**src/rtl/sig_cond_pkg.sv**
```systemverilog
// Shared definitions for input-conditioning stages: debounce FSM state
// encoding and a constant-width helper.
package sig_cond_pkg;

  typedef enum logic {
    STABLE = 1'b0,
    WAIT   = 1'b1
  } deb_state_e;

  // Ceiling log2, usable in parameter/localparam expressions.
  function automatic int unsigned clog2(input int unsigned value);
    int unsigned res;
    int unsigned v;
    res = 0;
    v   = (value > 0) ? value - 1 : 0;
    while (v > 0) begin
      res = res + 1;
      v   = v >> 1;
    end
    return res;
  endfunction

endpackage

```
**src/rtl/sync_chain.sv**
```systemverilog
// Multi-flop synchroniser for a single asynchronous bit.
module sync_chain #(
  parameter int unsigned STAGES    = 2,
  parameter logic        RESET_VAL = 1'b0
) (
  input  logic clk_i,
  input  logic arst_ni,
  input  logic d_i,
  output logic q_o
);

  logic [STAGES-1:0] sync_q;

  // Plain shift chain; no logic between stages.
  always_ff @(posedge clk_i or negedge arst_ni) begin
    if (!arst_ni) begin
      sync_q <= {STAGES{RESET_VAL}};
    end else begin
      sync_q <= {sync_q[STAGES-2:0], d_i};
    end
  end

  assign q_o = sync_q[STAGES-1];

endmodule

```
**src/rtl/debounce_sync.sv**
```systemverilog
// Synchronises and debounces a raw input, producing a clean level plus
// single-cycle rise/fall strobes and a busy flag while a change qualifies.
module debounce_sync
  import sig_cond_pkg::*;
#(
  parameter int unsigned SYNC_STAGES     = 2,
  parameter int unsigned DEBOUNCE_CYCLES = 4,
  parameter logic        RESET_LEVEL     = 1'b0
) (
  input  logic clk_i,
  input  logic arst_ni,
  input  logic a_i,
  output logic a_o,
  output logic rise_o,
  output logic fall_o,
  output logic busy_o
);

  localparam int unsigned CW     = clog2(DEBOUNCE_CYCLES + 1);
  localparam logic [CW-1:0] LAST = CW'(DEBOUNCE_CYCLES - 1);
  localparam bit SINGLE          = (DEBOUNCE_CYCLES == 1);

  logic          s;
  deb_state_e    state_q;
  logic [CW-1:0] cnt_q;
  logic          a_q;
  logic          rise_q;
  logic          fall_q;

  sync_chain #(
    .STAGES   (SYNC_STAGES),
    .RESET_VAL(RESET_LEVEL)
  ) u_sync (
    .clk_i  (clk_i),
    .arst_ni(arst_ni),
    .d_i    (a_i),
    .q_o    (s)
  );

  // Debounce FSM: qualifies a change of s over DEBOUNCE_CYCLES consecutive
  // edges, then commits the level and fires the matching strobe.
  always_ff @(posedge clk_i or negedge arst_ni) begin
    if (!arst_ni) begin
      state_q <= STABLE;
      cnt_q   <= '0;
      a_q     <= RESET_LEVEL;
      rise_q  <= 1'b0;
      fall_q  <= 1'b0;
    end else begin
      rise_q <= 1'b0;
      fall_q <= 1'b0;
      unique case (state_q)
        STABLE: begin
          if (s != a_q) begin
            if (SINGLE) begin
              a_q    <= s;
              rise_q <= s;
              fall_q <= ~s;
              cnt_q  <= '0;
            end else begin
              state_q <= WAIT;
              cnt_q   <= CW'(1);
            end
          end else begin
            cnt_q <= '0;
          end
        end
        WAIT: begin
          if (s == a_q) begin
            state_q <= STABLE;
            cnt_q   <= '0;
          end else if (cnt_q == LAST) begin
            a_q     <= s;
            rise_q  <= s;
            fall_q  <= ~s;
            state_q <= STABLE;
            cnt_q   <= '0;
          end else begin
            cnt_q <= cnt_q + CW'(1);
          end
        end
        default: begin
          state_q <= STABLE;
          cnt_q   <= '0;
        end
      endcase
    end
  end

  assign a_o    = a_q;
  assign rise_o = rise_q;
  assign fall_o = fall_q;
  assign busy_o = (state_q == WAIT);

endmodule

```
**config.mk**
```make
export PLATFORM = sky130hd
export DESIGN_NAME = debounce_sync
export DESIGN_NICKNAME = d
export VERILOG_FILES = /design/src/rtl/sig_cond_pkg.sv /design/src/rtl/sync_chain.sv /design/src/rtl/debounce_sync.sv
export SDC_FILE = /design/constraint.sdc
export NUM_CORES = 1
export LEC_CHECK = 0
export CAP_MARGIN = 10
export CORE_AREA = 2 2 39 41
export CTS_CLUSTER_SIZE = 8
export DETAILED_ROUTE_END_ITERATION = 10
export DIE_AREA = 0 0 41 43
export PLACE_DENSITY = 0.47
export SYNTH_ARGS = -nofsm -noshare
export SYNTH_HDL_FRONTEND = slang
export SYNTH_SLANG_ARGS = --single-unit
```
**constraint.sdc**
```tcl
create_clock -name clk_i -period 2.1 [get_ports clk_i]
set_input_delay 0.63 -clock clk_i [delete_from_list [all_inputs] [get_ports clk_i]]
set_output_delay 0.63 -clock clk_i [all_outputs]
set_load 0.03 [all_outputs]
```
# Word-level counts from Yosys, hierarchy flattened
# Cells that the tools add are included.
# classes
addsub	1
eq_ne	3
mux	14
n_bitwise	3
n_reduce_logical	1
# op_table
cell	count
$mux W1	10
$mux W3	2
$pmux W3 S2	1
$add A3 B1 Y3 const B	1
$eq A3 B2 Y1 const B	1
$not A1 Y1	3
$reduce_and A3 Y1	1
$pmux W1 S2	1
$eq A1 B1 Y1	1
$ne A1 B1 Y1	1
# word_totals
register_bits	9
inputBits	3
output_inout_bits	4
word_cells	28

# Logic depth before layout (Yosys ltp)
# Gate-level depths: netlist of the first run.
# depth
depth_word	4
depth_mapped	4
mapped_depth_nobuf	4

# Hierarchy
# From an unflattened synthesis of the first run, not the netlist that was laid out.
# unflattened
hier_cells	22
hier_area_um2	342.8
# modules_own_cells
module	n_inst	cells_per_inst	area_per_inst_um2	seq_area_each_um2
debounce_sync	1	20	292.8	175.2
sync_chain	1	2	50.0	50.0

# Worst setup path after synthesis of the first run
# Ideal clock, no wire load.
# synth_timing
kind	reg2reg
from	register cnt_q[0]
to	register a_q (netlist: a_o)
setup_ns	0.125
t_arrival_ns	1.109
t_required_ns	1.975
setup_slack_ns	0.866
stages_incl_launch_ff	5
path_buffers	0
synth_period_minus_slack_ns	1.234
path_cell_list	dfrtp_1 -> ha_1 -> nor2b_4 -> nand2_1 -> mux2_2
# synth_between
elab_chain_cells	2
# synth_rtl
element	line	text
from (decl)	debounce_sync.sv:25	logic [CW-1:0] cnt_q;
from (signal assigned)	debounce_sync.sv:79	cnt_q <= cnt_q + CW'(1);
$eq A3 B2 Y1	debounce_sync.sv:72	end else if (cnt_q == LAST) begin
$reduce_and A3 Y1 (no line)	--	
to (signal assigned)	debounce_sync.sv:56	a_q <= s;
to (signal assigned)	debounce_sync.sv:73	a_q <= s;
to (decl)	debounce_sync.sv:26	logic a_q;
# Every way passes these cells.
# A chain may end at the register's enable or synchronous reset.

# Worst setup path after layout of the first run
# layout_timing
from	register a_q (netlist: a_o)
to	output a_o
# layout_lines
element	line	text
to (decl)	debounce_sync.sv:13	output logic a_o,
# No word-level cell between the ends.

==> impl_metrics.yaml, run 1 <==
critical_path:
  cp_num_buf_inv: 1
  ff2ff_setup_slack_ps: 790
  slowest_stage: "clkdlybuf4s50_1"
  crit_type: "register to primary output"
  r2r-end: "a_o"
  slowest_delay_ps: 690
  rr_worst_depth: 4
  cp.required_ps: 1470
  r2r-start: "cnt_q[0]"
  path_delay_family: "buffers and inverters"
  crit_arrival_ps: 1340
  cp_cell_sequence: "clkdlybuf4s50_1"
  crit_start: "a_o"
  cp-start-kind: "register"
  cp_max_fo: 5
  end_kind: "primary output"
sta:
  finalMaxSlewViolations: 0
  max_slew_margin_pct: 74.0
  hold_slack_ps: 353
  fin_skew_ps: 3.66
  worst_pin_slew_ps: 389
  finalCritPeriodShare_pct: 93.8
  rsz0062_at_grt: "false"
  setup_violations: 0
  fmax_mhz: 508
  period_needed_ps: 1970
  hold_violations: 0
  setup_tns_ps: 0
cells_and_area:
  syn_to_final_growth_pct: 32.3
  nets: 37
  drive_above_1_share_pct: 21.9
  fill_cells: 144
  antenna_cells: 0
  final_core_util_pct: 31.5
global_route:
  grt_pass1_wl_um: 745
  grt.overflow.total: 0
  antenna_found_initial: 0
  grt_pass1_vias: 199
  grt_max_degree: 10
  grt_usage_pct: 7.14
detailed_routing:
  ant_nets: 0
  drc: 0
  routedWlPerCell_um: 9.38
  dr.pass1.iters: 2
  first_iter_violations: 2
  num_vias: 198
  wirelength_um: 450
  vias_per_cell: 4.13
cts:
  numCtsBuffers: 3
  post_cts_resize_count: 0
  hold_buffers: 0
  clk_latency_ps: 250
  cts_tree: "built"
  cts_buffer_depth: 2
  post_cts_buffers: 0
  h-tree-depth: 1
  cts_root_buf: "clkbuf_4"
  cts.sinks: 9
  path_clk_slew_ps: 50
min_path:
  worstHoldPathCells: 0
  hp-start: "u_sync.sync_q[0]"
  min_path_type: "register to register"
  hold_path_end: "u_sync.sync_q[1]"
synthesis:
  synthCells: 22
  ys.flop_type: "dfrtp_1"
  synth_compound_area_share_pct: 1.52
  synth_seq_cells: 9
  yosys.cell_count.top_type: "dfrtp_1"
  synth_nets: 26
  synth_top_family_by_area: "simple AND/OR/NAND/NOR gates"
  yosysTopAreaCell: "dfrtp_1"
  synthAdderAreaFrac_pct: 3.80
  synth_cell_type_count: 9
  synth_area_leaders: "dfrtp_1, nor3b_1, and2_2"
  synth_warnings: 0
  synthTopCellsByCount: "dfrtp_1, nor3b_1, and2_2, nand2_1"
  synth_edf_count: 0
  synthXorXnorAreaFrac_pct: 2.66
  syn_area_um2: 329
  synthArstFlopShare_pct: 100
  seq_area_frac_synth_pct: 68.4
  synth_top_area_share_pct: 68.4
  synth.mux.area_fraction_pct: 3.42
  synthSimpleGateAreaFrac_pct: 20.2
  synth_area_per_cell_um2: 15.0
power_and_ir_drop:
  vdd_drop_max_uv: 425
  power_density_nw_per_um2: 1270
  total_power_mw: 0.553
  leakage_nw: 0.190
placed_design:
  dp_hpwl_um: 348
  port_buffers: 6
  gp_congestion: 0.658
floorplanning:
  die_w_um: 41
  core_um2: 1380
  initial_core_util_pct: 23.8
  rows: 14
  dieArea_um2: 1760
  ios: 7
  die_h_um: 43
status:
  status: "complete, no violations"
job:
  max-cap-violations: 0
## registers in the layout (all words and copies together) (netlist names)
signal         flops
a_o                1
busy_o             1
cnt_q              3
fall_o             1
rise_o             1
u_sync.sync_q      2
## placed cells by master (no fill, tap or decap)
master / Yosys / routed
dfrtp_1: 9 / 9
clkdlybuf4s50_1: 0 / 6
nor3b_1: 4 / 4
clkbuf_4: 0 / 3
nand2_1: 2 / 2
and2_2: 2 / 2
nor2b_4: 1 / 1
xor2_1: 1 / 1
o21ai_0: 1 / 1
mux2_2: 1 / 1
ha_1: 1 / 1
clkbuf_1: 0 / 1
## cell type report
class / count / area [µm²] / share of cell area [%]
timing repair buffer: 6 / 60.1 / 13.8
multi-input combinational: 13 / 104 / 23.9
sequential: 9 / 225 / 51.7
clock buffer: 4 / 26.3 / 6.03
tap: 16 / 20.0 / 4.60
## worst max path at each step
stage,end,slack [ps],cells after the start
3_3_place_gp,a_o,410,1
3_5_place_dp,a_o,390,1
6_report,a_o,130,1
4_1_cts,a_o,110,1
2_1_floorplan,a_o,870,4
5_1_grt,a_o,80,1
## per-layer routing
metal	up-vias	track usage (%)	wire length [µm]
met5	-	0	0
met4	0	10.0	8
met3	2	3.14	23
met2	5	9.69	227
met1	96	6.08	191
li1	95	-	-
## cells by family (layout without fill, tap and decap cells)
| kind of cell | count (synthesis) | count (layout) |
|---|---|---|
| adder cells (fa/ha/maj) | 1 | 1 |
| multiplexers | 1 | 1 |
| AND/OR/NAND/NOR | 9 | 9 |
| buffers and inverters | 0 | 10 |
| flip-flops | 9 | 9 |
| XOR/XNOR | 1 | 1 |
| AO/OA/AOI/OAI | 1 | 1 |
## power breakdown
group          internal, mW  leakage [nW]  switching [mW]
clock network        0.0728        0.0150          0.0538
logic                0.0919        0.0593          0.0895
registers             0.215         0.115          0.0301
total                 0.379         0.190           0.173
## through the flow
step / setup slack [ps] / cells / cell area, µm²
floorplan: 866 / 22 / 329
global placement: 407 / 44 / 409
detailed placement: 389 / 44 / 409
CTS: 110 / 48 / 435
global route: 84.4 / 48 / 435
finish: 131 / 48 / 435
(Power assumes the default switching activity.)
==> inputs of run 2 (changes only) <==
- ABC_AREA: unset -> 1
==> impl_metrics.yaml, run 2 <==
status:
  status: "complete, no violations"
sta:
  finalCritPeriodShare_pct: 97.0
  setup_ws_ps: 63.2
  setup_tns_ps: 0
  fmax_mhz: 491
  fin_skew_ps: 6.73
  max_slew_margin_pct: 74.2
  period_needed_ps: 2040
  hold_slack_ps: 356
  rsz0062_at_grt: "false"
  worst_pin_slew_ps: 386
  hold_violations: 0
  finalMaxSlewViolations: 0
  setup_violations: 0
synthesis:
  synth_seq_cells: 9
  ys.flop_type: "dfrtp_1"
  synth_top_area_share_pct: 66.4
  yosys.cell_count.top_type: "dfrtp_1"
  synth_area_per_cell_um2: 10.6
  synth_cell_type_count: 11
  synthArstFlopShare_pct: 100
  synth_warnings: 0
  syn_area_um2: 339
  synth_nets: 36
  seq_area_frac_synth_pct: 66.4
  synthTopCellsByCount: "dfrtp_1, nand2_1, inv_1"
  synthCells: 32
  synth_edf_count: 0
  synth_area_leaders: "dfrtp_1, nand2_1, inv_1"
  yosysTopAreaCell: "dfrtp_1"
global_route:
  grt_max_degree: 10
  grt_usage_pct: 6.91
  grt.overflow.total: 0
  antenna_found_initial: 0
  grt_pass1_wl_um: 738
  grt_pass1_vias: 202
cells_and_area:
  largest_reg_flops: 3
  largest_registers: "cnt_q x3, u_sync.sync_q x2"
  syn_to_final_growth_pct: 31.4
  final_cells: 58
  nets: 47
  final_cell_mix: "dfrtp_1, nand2_1, inv_1, clkdlybuf4s50_1, clkbuf_4"
  largest_register: "cnt_q"
  multi_input_area_um2: 91.3
  regArea_um2: 225
  drive_above_1_share_pct: 11.9
  final_core_util_pct: 32.2
  layout_commonest_cell: "dfrtp_1"
  antenna_cells: 0
  fill_cells: 139
  design_area_um2: 445
floorplanning:
  ios: 7
  dieArea_um2: 1760
  initial_core_util_pct: 24.5
  die_w_um: 41
  die_h_um: 43
  rows: 14
  core_um2: 1380
placed_design:
  port_buffers: 6
  gp_congestion: 0.749
  placed_area_um2: 419
  dp_hpwl_um: 470
  place_ws_ps: 358
  dp.cells: 54
cts:
  cts.sinks: 9
  post_cts_resize_count: 0
  hold_buffers: 0
  cts_root_buf: "clkbuf_4"
  clk_latency_ps: 250
  h-tree-depth: 1
  numCtsBuffers: 3
  cts_tree: "built"
  path_clk_slew_ps: 60
  post_cts_buffers: 0
  cts_buffer_depth: 2
critical_path:
  cp_max_fo: 6
  end_kind: "primary output"
  cp-start-kind: "register"
  cp.required_ps: 1470
  crit_arrival_ps: 1410
  crit_type: "register to primary output"
  path_delay_family: "buffers and inverters"
  slowest_stage: "clkdlybuf4s50_1"
  slowest_delay_ps: 720
  cp_cell_sequence: "clkdlybuf4s50_1"
  cp_num_buf_inv: 1
detailed_routing:
  first_iter_violations: 13
  vias_per_cell: 4.17
  ant_nets: 0
  routedWlPerCell_um: 10.2
  dr.pass1.iters: 4
  num_vias: 242
  drc: 0
  wirelength_um: 589
power_and_ir_drop:
  leakage_nw: 0.225
  vdd_drop_max_uv: 538
  total_power_mw: 0.532
  power_density_nw_per_um2: 1190
min_path:
  min_path_type: "register to register"
job:
  max-cap-violations: 0
[run 2: cell types whose count changed in the layout (fill, tap and decap cells not counted), sizes merged, moves of 2 or more]
cell | before | now
nor2 | 0 | 3
nor3b | 4 | 0
and2 | 2 | 0
inv | 0 | 6
nand2 | 2 | 7
a21oi | 0 | 2
[run 2: path summary, 6_finish.rpt]
check | startpoint | endpoint | slack, ps | cells past startpoint
setup / recovery | busy_o | busy_o | 60 | 1
hold / removal | u_sync.sync_q[0] | u_sync.sync_q[1] | 360 | 0
setup reg to reg | cnt_q[0] | a_o | 1010 | 6
max in group asynchronous | arst_ni | cnt_q[1] | 1150 | 1
hold reg to reg | u_sync.sync_q[0] | u_sync.sync_q[1] | 360 | 0
min in group asynchronous | arst_ni | u_sync.sync_q[1] | 660 | 1
[run 2: layout make-up]
type | instances | area share (%)
Tap cell | 16 | 4.49
Inverter | 6 | 5.06
Sequential cell | 9 | 50.6
Clock buffer | 4 | 5.90
Multi-Input combinational cell | 17 | 20.5
Timing Repair Buffer | 6 | 13.5
[run 2: routing by layer]
layer | global-route usage [%] | part of all wire [%] | wire length (µm)
met1 | 6.02 | 35 | 207
met2 | 11.9 | 56 | 332
met3 | 3.14 | 8.3 | 49
met4 | 4.00 | 0 | 0
met5 | 0 | 0 | 0
[run 2: power by group]
part | total [mW] | switching (mW) | internal (mW) | leakage [nW]
sequential | 0.239 | 0.0302 | 0.208 | 0.116
clock | 0.125 | 0.0521 | 0.0727 | 0.0150
combinational | 0.169 | 0.103 | 0.0655 | 0.0939
total | 0.532 | 0.185 | 0.347 | 0.225
[run 2: cell families after synthesis]
| kind of cell | Yosys count | synth area share (%) |
|---|---|---|
| AO/OA/AOI/OAI | 3 | 5.17 |
| buffers and inverters | 6 | 6.64 |
| flip-flops | 9 | 66.4 |
| adder cells (fa/ha/maj) | 1 | 3.69 |
| AND/OR/NAND/NOR | 13 | 18.1 |
==> RTL change (config.mk and constraints of run 2) <==
`DEBOUNCE_CYCLES`: 4 -> 3.
--- a/src/rtl/debounce_sync.sv
+++ b/src/rtl/debounce_sync.sv
@@ -4,7 +4,7 @@
   import sig_cond_pkg::*;
 #(
   parameter int unsigned SYNC_STAGES     = 2,
-  parameter int unsigned DEBOUNCE_CYCLES = 4,
+  parameter int unsigned DEBOUNCE_CYCLES = 3,
   parameter logic        RESET_LEVEL     = 1'b0
 ) (
   input  logic clk_i,
Check against the original RTL: not equivalent (a bounded check fails within 10 cycles, from zero or initial values and one cycle with arst_ni low).
==> RTL change against run 2 <==
Sequential power fell by 3%. Area after synthesis fell by 12%. Clock power fell by 9%. Wire length fell by 22%. Final cell count fell by 3.4%. Sequential cell count fell by 1. Cell area fell by 9.8%. First-iteration DRC count fell by 100%. Setup slack improved by 0.046 ns. Total power fell by 3.9%. Global-route usage rose by 1.0 points. Largest cell class unchanged. Highest routed layer is now met4.
==> RTL change: results (changes against run 2) <==
** Status
- Result of the run :: finished clean

** Layout
- Net count reported at finish :: 45 (-4.3%)
- Top Registers :: cnt_q (2), u_sync.sync_q (2)
- Count of fill cells added during filler insertion :: 152 (+9.4%)
- Total inserted antenna cells :: 0 (unchanged)
- The fraction of final layout cells sized beyond drive strength 1 is 15.00% (+3.1 points).
- The number of cells in the finished layout apart from fillers came to 56 (-3.4%).

** Place
- The placer's final routability congestion estimate was 0.6483 (-13%).
- Half-perimeter wire length after placement :: 359.5 microns (-23%)
- The standard cell area after detailed placement came to 379.1 sq um (-9.6%).
- The instance count after placement with tap cells included came to 53 (-1.9%).
- Setup slack after placement :: 0.3772 ns (+0.01902 ns)
- The quantity of I/O buffers inserted on ports was 6 (unchanged).

** Drt
- The violation count after the first detailed-routing iteration came to 0 (-13).
- Wirelength, routed :: 458 microns (-22%)
- The detailed-routing iteration count for the pre-antenna-repair pass came to 1 (-3).
- Per-cell via count in the routed design :: 4.000 (-4.1%)

** Power and ir drop
- The cell leakage power is 0.1935 nW (-14%).
- Maximum ir drop on the vdd rail :: 283.4 uV (-47%)
- Internal power of the cells :: 0.3256 mW (-6.1%)

** STA
- Setup Skew :: 0.001137 ns (-0.005595 ns)
- Slew at the pin closest to its max-slew limit :: 0.3561 ns (-0.03021 ns)

** Setup path
- Worst-path fanout max :: 6 (unchanged)
- The most critical setup path has its startpoint at busy_o$_DFF_PN0_.
- Top cell family by delay on the critical path :: buffers and inverters
- The worst register-to-register path begins at cnt_q[0]$_DFF_PN0_.
- CP Data Arrival Time :: 1.36 ns (-0.05 ns)
- The maximum single-stage delay on the critical path is 0.70 ns (-0.02 ns).

** Yosys
- Count of distinct cell types in the synthesized netlist :: 9 (-2)
- The portion of the post-synthesis area used by sequential elements was 66.95% (+0.52 points).
- The average cell area after synthesis is 9.646 sq um (-9.0%).
- By count the netlist is led by dfrtp_1, nor2_1, nand2_1.
- Total nets after synthesis :: 34 (-5.6%)
- After synthesis, the cell types taking the most area are dfrtp_1, nor2_1, nand2_1.
- The total number of yosys warnings is 0 (unchanged).

** Clock tree
- H-tree levels :: 1 (unchanged)
- After clock tree synthesis, the clock-pin slew on the worst setup and hold paths is ~0.05 ns.

** GRT
- Number of global-route vias before repair :: 215 (+6.4%)
- Maximum number of pins on one net before global-route repair :: 9 (-1)
- Wire length of the first global-routing pass :: 807 microns (+9.3%)
- The overall routing resource usage is 7.911% (+1.0 points).
==> RTL change: path summary, 6_finish.rpt <==
check / to / slack [ns] / cells past startpoint
min in group asynchronous: cnt_q[1]$_DFF_PN0_ / 0.66 / 1
worst max register to register: a_o$_DFFE_PN0P_ / 1.28 / 4
worst max-delay path: busy_o / 0.11 / 1
worst min register to register: u_sync.sync_q[1]$_DFF_PN0_ / 0.36 / 0
max in group asynchronous: u_sync.sync_q[1]$_DFF_PN0_ / 1.19 / 1
worst min-delay path: u_sync.sync_q[1]$_DFF_PN0_ / 0.36 / 0
==> RTL change: kinds of logic (layout without fill, tap and decap cells) <==
family                 count (synthesis)  count (layout)  share of synthesized area (%)
buffers and inverters                  4              13                          5.019
and+or+nand+nor                       19              19                          28.03
DFF                                    8               8                          66.94
==> RTL change: cell type report <==
| cell class | instances | area, sq um | share of cell area, % |
|---|---|---|---|
| Inverter | 4 | 15.01 | 3.738 |
| Timing Repair Buffer | 6 | 60.06 | 14.95 |
| Tap cell | 16 | 20.02 | 4.984 |
| Multi-Input combinational cell | 19 | 83.83 | 20.87 |
| Sequential cell | 8 | 200.2 | 49.84 |
| Clock buffer | 3 | 22.52 | 5.607 |
==> RTL change: power by group through the flow <==
stage | clock [mW] | sequential [mW] | combinational, mW
2_1_floorplan | 0 | 0.269 | 0.0697
3_3_place_gp | 0 | 0.232 | 0.165
3_5_place_dp | 0 | 0.236 | 0.167
4_1_cts | 0.119 | 0.234 | 0.168
5_1_grt | 0.130 | 0.242 | 0.186
6_report | 0.114 | 0.233 | 0.165
==> RTL change: metal layers <==
layer  track usage [%]  part of all wire (%)  up-vias
li1                  -                     -      114
met1             6.977                    42       99
met2             11.25                    45        7
met3             4.712                   8.1        4
met4             8.000                   5.0        0
met5                 0                     0        -
